===== src/rtl/midi_parser.sv =====
// rtl/midi_parser.sv - MIDI channel-voice parser with running status and real-time passthrough.
// Optional build macro MIDI_CHANNEL_FILTER_EN: emit only messages on channel CHANNEL.
module midi_parser #(
   parameter int CHANNEL          = 0,
   parameter int NOTE_ON_ZERO_OFF = 1
) (
   input  logic       clk,
   input  logic       rst_n,
   input  logic       ce,
   input  logic       dv,
   input  logic [7:0] di,
   output logic       msg_valid,
   output logic [2:0] msg_cmd,
   output logic [3:0] msg_ch,
   output logic [6:0] msg_d1,
   output logic [6:0] msg_d2,
   output logic       rt_valid,
   output logic [7:0] rt_byte
);

`ifdef MIDI_CHANNEL_FILTER_EN
   localparam bit FILTER_ON = 1'b1;
`else
   localparam bit FILTER_ON = 1'b0;
`endif
   localparam logic [3:0] FILTER_CH = 4'(CHANNEL);
   localparam bit         VEL0_OFF  = (NOTE_ON_ZERO_OFF != 0);

   typedef enum logic [1:0] {IDLE, WAIT_D1, WAIT_D2, SYSEX} state_t;

   state_t     state_q, state_d;
   logic [6:0] status_q, status_d;
   logic [6:0] d1_q, d1_d;
   logic       emit;
   logic [2:0] emit_cmd;
   logic [6:0] emit_d1, emit_d2;
   logic       chan_ok;

   logic accept, is_rt, is_chan, is_sysex, is_common, two_data;

   assign accept    = dv & ce;
   assign is_rt     = (di[7:3] == 5'b11111);
   assign is_chan   = di[7] & (di[6:4] != 3'b111);
   assign is_sysex  = (di == 8'hF0);
   assign is_common = (di[7:3] == 5'b11110) & (di[2:0] != 3'b000);
   assign two_data  = (status_q[6:4] != 3'b100) & (status_q[6:4] != 3'b101);
   assign chan_ok   = !FILTER_ON || (status_q[3:0] == FILTER_CH);

   always_ff @(posedge clk or negedge rst_n) begin
      if (!rst_n) begin
         state_q  <= IDLE;
         status_q <= '0;
         d1_q     <= '0;
      end else begin
         state_q  <= state_d;
         status_q <= status_d;
         d1_q     <= d1_d;
      end
   end

   always_comb begin
      state_d  = state_q;
      status_d = status_q;
      d1_d     = d1_q;
      emit     = 1'b0;
      emit_d1  = d1_q;
      emit_d2  = '0;
      emit_cmd = status_q[6:4];
      // Real-time bytes never disturb parsing state.
      if (accept && !is_rt) begin
         if (is_chan) begin
            status_d = di[6:0];
            state_d  = WAIT_D1;
         end else if (is_sysex) begin
            status_d = '0;
            state_d  = SYSEX;
         end else if (is_common) begin
            status_d = '0;
            state_d  = IDLE;
         end else begin
            case (state_q)
               WAIT_D1: begin
                  d1_d = di[6:0];
                  if (two_data) begin
                     state_d = WAIT_D2;
                  end else begin
                     emit    = 1'b1;
                     emit_d1 = di[6:0];
                  end
               end
               WAIT_D2: begin
                  emit    = 1'b1;
                  emit_d2 = di[6:0];
                  state_d = WAIT_D1;
               end
               default: ;
            endcase
         end
      end
      if (VEL0_OFF && emit_cmd == 3'b001 && emit_d2 == 7'd0)
         emit_cmd = 3'b000;
   end

   always_ff @(posedge clk or negedge rst_n) begin
      if (!rst_n) begin
         msg_valid <= 1'b0;
         msg_cmd   <= '0;
         msg_ch    <= '0;
         msg_d1    <= '0;
         msg_d2    <= '0;
         rt_valid  <= 1'b0;
         rt_byte   <= '0;
      end else begin
         msg_valid <= emit & chan_ok;
         if (emit && chan_ok) begin
            msg_cmd <= emit_cmd;
            msg_ch  <= status_q[3:0];
            msg_d1  <= emit_d1;
            msg_d2  <= emit_d2;
         end
         rt_valid <= accept & is_rt;
         if (accept && is_rt)
            rt_byte <= di;
      end
   end

endmodule


===== config.mk =====
export PLATFORM = sky130hd
export DESIGN_NAME = midi_parser
export DESIGN_NICKNAME = d
export VERILOG_FILES = /design/src/rtl/midi_parser.sv
export SDC_FILE = /design/constraint.sdc
export NUM_CORES = 1
export LEC_CHECK = 0
export ABC_AREA = 1
export BUFFER_PORTS_ARGS = -buffer_cell sky130_fd_sc_hd__buf_2
export CAP_MARGIN = 20
export CELL_PAD_IN_SITES_DETAIL_PLACEMENT = 1
export CELL_PAD_IN_SITES_GLOBAL_PLACEMENT = 1
export CORE_ASPECT_RATIO = 0.8
export CORE_MARGIN = 3
export CORE_UTILIZATION = 41
export DETAILED_ROUTE_END_ITERATION = 12
export GPL_ROUTABILITY_DRIVEN = 1
export GPL_TIMING_DRIVEN = 0
export PLACE_DENSITY_LB_ADDON = 0.15
export SETUP_SLACK_MARGIN = 0.15
export SYNTH_ARGS = -nofsm -noshare
export SYNTH_HDL_FRONTEND = slang
export SYNTH_SLANG_ARGS = --single-unit

===== constraint.sdc =====
create_clock -name clk -period 1.68 [get_ports clk]
set_input_delay 0.336 -clock clk [delete_from_list [all_inputs] [get_ports clk]]
set_output_delay 0.336 -clock clk [all_outputs]
set_load 0.01 [all_outputs]

==> metrics.cfg <==
[drt]
drc=0
vias_per_cell=5.06
wl_per_cell_microns=15.8
final_antenna_net_count=0
vias=1802
first_pass_iters=4
drt_wl_total_microns=5620
drtIter0Drc=104

[timing]
relSlewSlack=0.664
fin_crit_ps=1540
fmax_mhz=648
finalSetupViolCount=0
finalCritPeriodShare=0.919
rsz0062_at_grt=true
hold_slack_ps=-7.39
worst_slew_pin_slew_ps=502
hold_viol_final=20
finalMaxSlewViolations=0
skew_ps=3.05

[die]
rows=22
core_sq_um=4820
initial_core_util=0.446
ios=43
die_h_microns=70.7
die_w_microns=86.9
dieArea_sq_um=6150

[clocking]
postCtsHoldBufs=0
clockBufferDepth=2
cts_buffers=5
path_clk_slew_ps=80
htree_levels=2
cts.sinks=47
cts_root_buf=clkbuf_8
cts_tree=done
insertion_delay_ps=300

[power_and_ir_drop]
pwr-share-seq=0.437
p_clk_frac=0.174
switching_power_mw=1.34
finalPower_mw=3.75
leakage_nw=1.47
peakVddDrop_v=0.000710
pwr-share-comb=0.389
swShare=0.359
internal-power_mw=2.40
powerDensity_nw_per_um2=1400

[global_routing]
grt_pass1_vias=1826
grt_usage=0.190
gr-total-overflow=0
grt_pass1_wl_microns=9110
grt_max_degree=48
grt_antenna_before_repair=0

[placement]
hpwl_microns=3800
port_buffers=42
place.gp.congestion=0.839

[synthesis]
yosysWarnings=0
synth_fa_ha_area_frac=0.0116
syn_inst=236
synth_xor_area_frac=0
synth_top_cell_by_area=dfrtp_1
synth_mux_area_frac=0
synth_compound_gate_area_share=0.125
syn_avg_cell_area_sq_um=9.10
synth_top_area_share=0.547
synth-seq-cells=47
syn_nets=250
netlist_top_cells_area=dfrtp_1 (55%), nand2_1 (12%), inv_1 (5.6%)
synth_cell_types=26
seq_area_frac_synth=0.547
synthesis.area_sq_um=2150
synth_top_family_by_area=simple AND/OR/NAND/NOR gates
synthSimpleGateAreaFrac=0.231

[critical_path]
cp_max_fo=10
critPathLaunchType=register
critPathRequiredTime_ps=1870
cp-end-kind=register
setup.worst_path.class=reg2reg
cp.arrival_ps=1740

[min_path]
hold_class=in2async

[cells_and_area]
syn_to_final_growth_pct=25.0
fillers=585
drive_gt1_frac=0.351
final_cell_mix=nand2_1 (66), dfrtp_1 (47), buf_2 (44), inv_1 (29)
antenna_cells=0
final_core_util=0.557
nNetsFinal=309
layout_commonest_cell=nand2_1

[run]
drv_cap=0

[status]
status=finished, violations left
violations=negative hold slack

routing by layer:
| layer | wire (microns) | GRT usage | part of all wire | up-vias |
|---|---|---|---|---|
| met5 | 0 | 0 | 0 | - |
| met3 | 269 | 0.0349 | 0.048 | 9 |
| met2 | 2620 | 0.287 | 0.47 | 43 |
| li1 | - | - | - | 862 |
| met1 | 2670 | 0.283 | 0.48 | 888 |
| met4 | 60 | 0.0415 | 0.011 | 0 |
worst max-delay path: stages (launching register included):
cell,delay (ps)
dfrtp_1,430
inv_2,100
ha_4,160
nand3_4,120
a21oi_4,200
nand2_4,130
buf_8,170
nand2_1,70
o21ai_2,50
kinds of logic after synthesis:
kind of cell	after synthesis
AOI/OAI and AO/OA	40
adders and majority gates	2
buffers and inverters	40
DFF	47
and+or+nand+nor	107
power by group through the flow:
stage	clock [mW]	sequential [mW]	combinational (mW)
after floorplan	0	1.73	0.643
after global placement	0	1.62	1.13
after detailed placement	0	1.64	1.16
after CTS	0.669	1.62	1.31
after global routing	0.717	1.69	1.62
final	0.654	1.64	1.46
metrics by stage:
step	TNS, ps	cell area [sq um]	std cells	setup WS [ps]
after CTS	0	2590	351	151
after global routing	0	2690	356	41.9
after floorplan	0	2150	236	223
final	0	2690	356	137
after detailed placement	-249	2430	338	-26.7
after global placement	-243	2430	338	-20.9
area by class of cell:
class | instances | area, sq um | area share
clock inverter | 1 | 5.00 | 0.00186
sequential | 47 | 1180 | 0.438
timing repair buffer | 51 | 295 | 0.110
multi-input combinational | 150 | 861 | 0.321
tap | 60 | 75.1 | 0.0280
inverter | 34 | 128 | 0.0475
clock buffer | 7 | 76.3 | 0.0284
buffer | 6 | 68.8 | 0.0256
flip-flops by register name (all words and copies together), names as in the netlist:
name / flops
msg_d2: 7
msg_ch: 4
rt_byte: 8
rt_valid: 1
msg_d1: 7
msg_cmd: 3
state_q: 2
msg_valid: 1
status_q: 7
d1_q: 7
synthesized netlist by cell type:
cell and count:
nor2_2 1, o21ai_2 10, buf_6 4, or2_2 5, nand3_1 11, buf_2 2
nand2_2 4, nand2_1 68, o21ai_0 5, nor3_2 1, o21a_1 3, inv_1 32
inv_2 2, nor2_8 1, ha_1 2, o22ai_1 7, a21oi_2 2, o21ai_1 8
dfrtp_1 47, a21oi_1 2, o211ai_1 1, nor2_1 9, nand2_4 3, o21bai_1 1
nand4_1 4, o31ai_1 1
timing repair:
item | in CTS | in global routing
gates cloned | 1 | 1
gates resized for setup | 8 | 16
setup buffers | 4 | 3
setup endpoints to repair | 23 | 23
pin swaps | 3 | 4
worst paths after layout:
check / from / to / slack (ps) / cells after the start
max in group asynchronous: rst_n / d1_q[3] / 1180 / 2
setup reg to reg: state_q[1] / msg_d2[6] / 140 / 8
hold reg to reg: rt_byte[6] / rt_byte[6] / 470 / 1
min in group clk: di[0] / msg_d2[0] / 330 / 3
hold / removal: rst_n / msg_ch[2] / -7 / 1
setup / recovery: state_q[1] / msg_d2[6] / 140 / 8
(Power assumes the default switching activity.)
